--- config.mk ---
export PLATFORM = sky130hd
export DESIGN_NAME = apb_bridge_ctrl
export DESIGN_NICKNAME = d
export VERILOG_FILES = /design/src/rtl/apb_bridge_ctrl.sv
export SDC_FILE = /design/constraint.sdc
export NUM_CORES = 1
export LEC_CHECK = 0
export ABC_AREA = 1
export CORE_ASPECT_RATIO = 0.5
export CORE_MARGIN = 4
export CORE_UTILIZATION = 25
export DETAILED_ROUTE_END_ITERATION = 7
export PLACE_DENSITY = 0.73
export SLEW_MARGIN = 40
export SYNTH_ARGS = -nofsm -noshare
export SYNTH_HDL_FRONTEND = slang
export SYNTH_SLANG_ARGS = --single-unit
--- constraint.sdc ---
create_clock -name Hclk -period 2.7 [get_ports Hclk]
set_input_delay 0.675 -clock Hclk [delete_from_list [all_inputs] [get_ports Hclk]]
set_output_delay 0.675 -clock Hclk [all_outputs]
set_load 0.01 [all_outputs]
--- src/rtl/apb_bridge_ctrl.sv ---
// apb_bridge_ctrl: AHB-Lite slave to 4-slave APB bridge, one transfer in flight; APB_PREADY_EN adds Pready/Pslverr and a WAIT_MAX timeout.
// Latency: read completes 2 cycles after its address phase, write 3 (WDATA first); APB wait states add cycles when APB_PREADY_EN is defined.
// Backpressure: Hready_out stays low while a transfer is on the APB side; a new address phase is taken only on a cycle with Hready_out high.
module apb_bridge_ctrl #(
    parameter int unsigned WAIT_MAX = 15
) (
    input  logic        Hclk,
    input  logic        Hresetn,
    input  logic        Hsel,
    input  logic [1:0]  Htrans,
    input  logic        Hwrite,
    input  logic [31:0] Haddr,
    input  logic [31:0] Hwdata,
    input  logic        Hready_in,
    output logic        Hready_out,
    output logic        Hresp,
    output logic [31:0] Hrdata,
    output logic [31:0] Paddr,
    output logic        Pwrite,
    output logic [31:0] Pwdata,
    output logic [3:0]  Psel,
    output logic        Penable,
    input  logic [31:0] Prdata_0,
    input  logic [31:0] Prdata_1,
    input  logic [31:0] Prdata_2,
`ifdef APB_PREADY_EN
    input  logic [3:0]  Pready,
    input  logic [3:0]  Pslverr,
`endif
    input  logic [31:0] Prdata_3
);

    typedef enum logic [2:0] {
        IDLE,
        WDATA,
        SETUP,
        ACCESS,
        ERR1,
        ERR2
    } state_t;

    localparam int unsigned CNT_W = (WAIT_MAX > 1) ? $clog2(WAIT_MAX) : 1;
    localparam logic [CNT_W-1:0] CNT_LAST = CNT_W'(WAIT_MAX - 1);

    state_t           state;
    state_t           state_nxt;
    state_t           req_state;
    logic [CNT_W-1:0] wait_cnt;
    logic [CNT_W-1:0] wait_cnt_nxt;
    logic             addr_vld;
    logic             accept;
    logic [3:0]       sel_oh;
    logic             slv_ready;
    logic             slv_err;
    logic             unused_htrans0;

    // NONSEQ and SEQ are treated alike, so only Htrans[1] matters
    assign unused_htrans0 = Htrans[0];
    assign addr_vld       = Hsel & Htrans[1] & Hready_in;

    // Slave select comes from the latched address so it holds through SETUP/ACCESS
    assign sel_oh = (Paddr[11:10] == 2'b00) ? (4'b0001 << Paddr[9:8]) : 4'b0000;

`ifdef APB_PREADY_EN
    assign slv_ready = |(Pready & sel_oh);
    assign slv_err   = |(Pslverr & sel_oh);
`else
    assign slv_ready = 1'b1;
    assign slv_err   = 1'b0;
`endif

    always_comb begin
        if (Haddr[11:10] != 2'b00) begin
            req_state = ERR1;
        end else if (Hwrite) begin
            req_state = WDATA;
        end else begin
            req_state = SETUP;
        end
    end

    always_comb begin
        case (Paddr[11:8])
            4'd0:    Hrdata = Prdata_0;
            4'd1:    Hrdata = Prdata_1;
            4'd2:    Hrdata = Prdata_2;
            4'd3:    Hrdata = Prdata_3;
            default: Hrdata = 32'h0000_0000;
        endcase
    end

    always_comb begin
        state_nxt    = state;
        wait_cnt_nxt = wait_cnt;
        accept       = 1'b0;
        Hready_out   = 1'b1;
        Hresp        = 1'b0;
        Psel         = 4'b0000;
        Penable      = 1'b0;
        unique case (state)
            IDLE: begin
                accept    = addr_vld;
                state_nxt = addr_vld ? req_state : IDLE;
            end
            WDATA: begin
                Hready_out = 1'b0;
                state_nxt  = SETUP;
            end
            SETUP: begin
                Hready_out   = 1'b0;
                Psel         = sel_oh;
                wait_cnt_nxt = '0;
                state_nxt    = ACCESS;
            end
            ACCESS: begin
                Psel    = sel_oh;
                Penable = 1'b1;
                if (slv_ready && !slv_err) begin
                    accept    = addr_vld;
                    state_nxt = addr_vld ? req_state : IDLE;
                end else begin
                    // Slave error or exhausted wait budget both turn into an AHB error
                    Hready_out = 1'b0;
                    if (slv_ready || (wait_cnt == CNT_LAST)) begin
                        state_nxt = ERR1;
                    end else begin
                        wait_cnt_nxt = wait_cnt + 1'b1;
                    end
                end
            end
            ERR1: begin
                Hready_out = 1'b0;
                Hresp      = 1'b1;
                state_nxt  = ERR2;
            end
            ERR2: begin
                Hresp     = 1'b1;
                accept    = addr_vld;
                state_nxt = addr_vld ? req_state : IDLE;
            end
            default: begin
                state_nxt = IDLE;
            end
        endcase
    end

    always_ff @(posedge Hclk) begin
        if (!Hresetn) begin
            state    <= IDLE;
            wait_cnt <= '0;
            Paddr    <= 32'h0000_0000;
            Pwrite   <= 1'b0;
            Pwdata   <= 32'h0000_0000;
        end else begin
            state    <= state_nxt;
            wait_cnt <= wait_cnt_nxt;
            if (accept) begin
                Paddr  <= Haddr;
                Pwrite <= Hwrite;
            end
            if (state == WDATA) begin
                Pwdata <= Hwdata;
            end
        end
    end

endmodule

==> results of run 1 <==
==> power groups by stage <==
| stage | sequential (mW) | clock (mW) | combinational, mW |
|---|---|---|---|
| 6_report | 1.12 | 1.06 | 1.18 |
| 5_1_grt | 1.13 | 1.15 | 1.27 |
| 4_1_cts | 1.12 | 1.09 | 1.15 |
| 3_5_place_dp | 1.14 | 0 | 1.15 |
| 3_3_place_gp | 1.14 | 0 | 1.13 |
| 2_1_floorplan | 1.16 | 0 | 0.429 |
==> synth_stat cells, drive strengths merged <==
cell type,instances,area share [%]
dfxtp,68,35
nand4,97,16
nor4,1,0.16
buf,31,4.4
nor2,82,8.1
o21ai,32,4.1
and3,1,0.16
a21oi,35,4.5
clkbuf,26,2.5
and2,1,0.16
nand3,102,13
clkinv,1,0.096
inv,71,6.8
nand3b,1,0.19
nand2,50,4.9
==> per-stage QoR <==
step / total power, mW / util, % / setup TNS, ns
detailed placement: 2.286 / 47.72 / 0
global route: 3.548 / 50.50 / -0.2201
floorplan: 1.591 / - / 0
global placement: 2.267 / 47.72 / 0
finish: 3.362 / 50.50 / 0
CTS: 3.358 / 49.54 / 0
==> worst min path at each step <==
stage	slack, ns	endpoint
2_1_floorplan	0.47	Pwdata[15]
3_3_place_gp	0.43	Pwdata[8]
3_5_place_dp	0.44	Pwdata[7]
4_1_cts	0.44	Pwdata[7]
5_1_grt	0.46	Pwdata[16]
6_report	0.44	Pwdata[7]
==> registers in the layout, indices dropped and copies added, names as in the netlist <==
signal	count
Paddr	32
Pwdata	32
state	3
Pwrite	1
==> worst max-delay path, cell delays in order <==
cell,delay [ns]
clkdlybuf4s50_1,0.49
nand3_1,0.09
nand4_1,0.15
clkdlybuf4s50_1,0.56
==> final cells by class <==
cell class	count	area share [%]
Inverter	72	3.602
Clock inverter	5	0.3669
Multi-Input combinational cell	402	26.92
Sequential cell	68	18.18
Clock buffer	11	3.235
Timing Repair Buffer	322	44.40
Tap cell	198	3.302
==> logic make-up after synthesis <==
| group | synth area share [%] |
|---|---|
| AO/OA/AOI/OAI | 8.595 |
| buffers and inverters | 13.79 |
| flip-flops | 34.89 |
| AND/OR/NAND/NOR | 42.72 |
==> routing by layer <==
layer / vias to the layer above / GRT usage (%)
met4: 0 / 5.617
li1: 2607 / -
met2: 188 / 33.18
met1: 2413 / 19.36
met5: - / 0
met3: 22 / 3.700
==> timing repair <==
action | 4_1_cts | 5_1_grt
cloned | 0 | 4
pin swaps | 0 | 2
resized for setup | 2 | 6
hold buffers | 0 | 0
buffers inserted | 0 | 2
setup endpoints to repair | 11 | 32
==> summary.txt, run 1 <==
Outcome
  • Status: finished, final reports clean

Final layout
  • Nets: 1074
  • Non-Filler Instances: 1078
  • Most frequent cells in the layout: clkdlybuf4s50_1 (297), nand3_1 (101), nand4_1 (97)
  • Number of fill cells: 1397
  • Multi-input gate area: 0.002019 sq mm
  • Sequential cell area: 0.001364 sq mm
  • Share of layout cells above drive strength 1: 5.795%
  • Fin area: 0.007502 sq mm
  • Area Growth Syn to Fin: 92.30%
  • Leading cell type in the layout, fill and taps excluded: clkdlybuf4s50_1
  • Diodes inserted: 0

Worst setup path
  • Req. time, crit path: 2.03 ns
  • FF-to-FF path depth: 8
  • CP max FO: 1
  • Flop-to-flop setup slack: 0.81 ns
  • Worst setup path startpoint: Prdata_2[10]
  • CP Launch Type: input port
  • Crit path to: Hrdata[10]
  • Crit path kind: in -> out
  • Origin of the critical flop-to-flop path: state[1]
  • Crit end category: primary output
  • Reg2reg end: Paddr[7]
  • Crit path DAT: 1.97 ns

Timing
  • Endpoints failing setup: 0
  • Hold WS: 0.4415 ns
  • Skew final: 0.004967 ns
  • Hold Vio Cnt, Final: 0
  • Setup ws final: 0.05485 ns
  • Slew @ Worst Pin: 0.6589 ns
  • Fin crit share: 97.97%
  • Final Critical Period: 2.645 ns
  • Final max-slew violation count: 0
  • Max Clk Rate: 378.1 MHz
  • Slew HR: 56.08%

Logic synthesis
  • Mapped Area: 0.003901 sq mm
  • Synthesized Nets: 798
  • Mapped Cells: 599
  • Distinct cell type count after synthesis: 22
  • Ys Warns: 0
  • Syn avg cell area: 6.513 sq um
  • #FFs+latches synth: 68
  • Post-synthesis sequential area ratio: 34.89%

Detailed routing
  • Met1 Routed Length: 6969 um
  • Drt pass-1 iters: 4
  • Met3 routed WL: 1218 um
  • DR WL/cell: 16.36 um
  • Remaining antenna violation count: 0
  • Top Metal Used: met4
  • Met2 wire len: 9131 um
  • DR vias/cell: 4.852
  • Routed vias: 5230
  • Initial drt markers: 280
  • Residual DRC count: 0
  • Final wirelength: 17640 um

Place
  • I/O Buffers: 301
  • GPL Wtd Cong: 0.9225
  • Inst Count DP: 1056
  • DP Worst Slack: 0.06896 ns
  • Post-DP HPWL: 12590 um
  • Placed cell area: 0.007089 sq mm

Die
  • # IOs: 303
  • Die ar.: 0.01779 sq mm
  • Core area: 0.01486 sq mm
  • # rows: 31
  • Die width: 184.7 um
  • Effective utilization at floorplan: 26.26%
  • Die span in y: 96.33 um

Clocking
  • # H-tree levels: 3
  • Clock Latency Late Sink: 0.32 ns
  • CTS Buf Count: 9
  • CTS tree: built
  • Clock slew at reported path FFs: 0.05 ns
  • Clk sinks: 68
  • Clock tree root driver cell: clkbuf_16
  • CTS max path bufs: 2

GRT
  • Overflow after GRT: 0
  • Global-route wire length before repair: 24730 um
  • Vias in the first global route: 4837
  • Initial antenna violation count: 0
  • All-layer global routing usage: 17.31%
  • Largest net degree at the start of global routing: 100

Power and ir drop
  • Seq pwr share: 33.3%
  • Pwr per Cell Area: 448.1 mW/mm^2
  • Max VDD drop: 0.0002990 V
  • Sw Ratio: 28.95%
  • LEAKAGE: 2.903 nW
  • Clock power frac: 31.5%
  • Psw: 0.9734 mW
  • Pint: 2.389 mW
  • Logic pwr share: 35.2%

Hold path
  • Hold depth: 2
  • Hold WC Path Type: reg -> reg
  • Hold wc startpoint: Pwdata[7]

Run
  • Maxcap violations: 0
(Power assumes the default switching activity.)
==> run 2, diff against run 1 <==
==> constraint.sdc (replaced) <==
create_clock -name Hclk -period 3.3 [get_ports Hclk]
set_input_delay 0.825 -clock Hclk [delete_from_list [all_inputs] [get_ports Hclk]]
set_output_delay 0.825 -clock Hclk [all_outputs]
set_load 0.01 [all_outputs]
==> run 2 against run 1 <==
Against the previous run: largest power group is now clock; critical endpoint is now Hrdata[5]; sequential share of layout area increased by 0.20 points; register-to-register slack improved by 0.42 ns; final area shrank 1.3%; die area did not move.
==> summary.txt, run 2 (synthesized netlist as in run 1, its figures left out) <==
Die
  • # IOs: 303
  • # rows: 31
  • Effective utilization at floorplan: 26.26%
  • Die width: 184.7 um
  • Core area: 0.01486 sq mm
  • Die span in y: 96.33 um
  • Die ar.: 0.01779 sq mm

Worst setup path
  • Crit path to: Hrdata[5]
  • Flop-to-flop setup slack: 1.23 ns
  • Crit-path leading delay family: buffers and inverters
  • Crit path cell chain: nor2_4 -> buf_12 -> nand3_1 -> nand4_1 -> clkdlybuf4s50_1
  • Crit path DAT: 2.17 ns
  • WP buf/inv: 2
  • Crit path kind: reg -> out
  • Origin of the critical flop-to-flop path: state[1]
  • Reg2reg end: Paddr[28]
  • Crit path depth: 5
  • Worst path slowest cell: clkdlybuf4s50_1
  • Worst setup path startpoint: Paddr[10]
  • CP max FO: 131
  • FF-to-FF path depth: 8
  • Critical path's largest stage delay: 0.56 ns
  • Crit end category: primary output
  • CP Launch Type: flip-flop
  • Req. time, crit path: 2.47 ns

Timing
  • Slew @ Worst Pin: 0.7070 ns
  • Fin crit share: 90.61%
  • Slew HR: 52.70%
  • Endpoints failing setup: 0
  • Max Clk Rate: 334.4 MHz
  • Setup TNS: 0 ns
  • Skew final: 0.005042 ns
  • Final max-slew violation count: 0
  • RSZ-0062 raised after global routing: false
  • Final Critical Period: 2.990 ns
  • Hold Vio Cnt, Final: 0

Hold path
  • Hold WC Path Type: reg -> reg

Clocking
  • CTS Buf Count: 9
  • Clock tree root driver cell: clkbuf_16
  • Post-CTS setup buffer count: 0
  • Clock Latency Late Sink: 0.32 ns
  • CTS hold repair buffers: 0
  • Post_cts resized: 0
  • CTS max path bufs: 2
  • Clock slew at reported path FFs: 0.06 ns
  • # H-tree levels: 3
  • CTS tree: built
  • Clk sinks: 68

Detailed routing
  • Initial drt markers: 401
  • Routed vias: 5131
  • DR vias/cell: 4.800
  • Drt pass-1 iters: 5
  • Final wirelength: 16950 um
  • Remaining antenna violation count: 0
  • DR WL/cell: 15.86 um
  • Residual DRC count: 0

Place
  • Post-DP HPWL: 12480 um
  • GPL Wtd Cong: 0.8998
  • I/O Buffers: 301

Power and ir drop
  • Pint: 2.309 mW
  • Seq pwr share: 29.5%
  • Clock power frac: 40.8%
  • Sw Ratio: 25.50%
  • Psw: 0.7901 mW
  • Pwr Total: 3.099 mW
  • LEAKAGE: 2.841 nW
  • Pwr per Cell Area: 418.3 mW/mm^2
  • Logic pwr share: 29.7%
  • Max VDD drop: 0.0002375 V

GRT
  • Overflow after GRT: 0
  • Largest net degree at the start of global routing: 132
  • All-layer global routing usage: 17.56%
  • Vias in the first global route: 4730
  • Global-route wire length before repair: 25180 um
  • Initial antenna violation count: 0

Final layout
  • Share of layout cells above drive strength 1: 4.478%
  • Nets: 1065
  • Leading cell type in the layout, fill and taps excluded: clkdlybuf4s50_1
  • Largest registers: Paddr x32, Pwdata x32, state x3
  • Most frequent cells in the layout: clkdlybuf4s50_1 (300), nand3_1 (101), nand4_1 (97)
  • Diodes inserted: 0
  • Area Growth Syn to Fin: 89.90%

Outcome
  • Status: finished, final reports clean

Run
  • Maxcap violations: 0
==> run 2: cell count changes in the layout (fill, tap and decap cells not counted), sizes merged <==
| cell | previous run | this run |
|---|---|---|
| buf | 18 | 13 |
| bufinv | 0 | 5 |
| clkbuf | 15 | 10 |
| clkdlybuf4s50 | 297 | 300 |
| clkinv | 4 | 2 |
| clkinvlp | 1 | 0 |
| dlygate4sd2 | 1 | 0 |
| dlymetal6s2s | 2 | 0 |
| inv | 72 | 71 |
==> run 2: worst min-delay path by stage <==
stage,from,endpoint,slack [ns],depth (start not counted)
floorplan,Pwdata[15],Pwdata[15],0.47,2
global placement,Pwdata[7],Pwdata[7],0.43,2
detailed placement,Pwdata[7],Pwdata[7],0.44,2
CTS,Pwdata[7],Pwdata[7],0.44,2
global route,Pwdata[7],Pwdata[7],0.46,2
finish,Pwdata[7],Pwdata[7],0.44,2
==> run 2: layer usage <==
metal	up-vias	routed length, um	GRT usage, %	share of wire (%)
met1	2346	6599	20.53	39
li1	2578	-	-	-
met3	31	1202	3.813	7.1
met2	176	8767	32.54	52
met5	-	0	0	0
met4	0	384	5.433	2.3
==> run 2: worst min-delay path, stage by stage (launching register included) <==
cell	delay [ns]
dfxtp_1	0.31
inv_1	0.05
a21oi_1	0.05
==> run 2: final cells by class <==
cell class                 count  area (sq um)
inverter                      72         270.3
sequential                    68          1361
fill                        1448          7447
timing repair buffer         313          3117
clock inverter                 6         158.9
clock buffer                  10         239.0
multi-input combinational    402          2014
tap                          198         247.7
==> run 2: per-stage QoR <==
step                utilization, %  setup slack (ns)  instances  hold slack [ns]  area, sq um
finish                       49.87            0.3099       1069           0.4427         7408
global route                 49.87            0.1677       1069           0.4571         7408
floorplan                        -             1.232        599           0.4677         3901
global placement             47.15            0.3635       1053           0.4310         7004
detailed placement           47.17            0.3547       1053           0.4370         7007
CTS                          49.84            0.3107       1069           0.4443         7405
==> run 2: power groups by stage <==
stage	registers [mW]	logic [mW]	clock network (mW)
finish	0.914	0.920	1.26
floorplan	0.951	0.351	0
global placement	0.929	0.908	0
detailed placement	0.932	0.923	0
CTS	0.914	0.927	1.30
global route	0.922	0.994	1.33
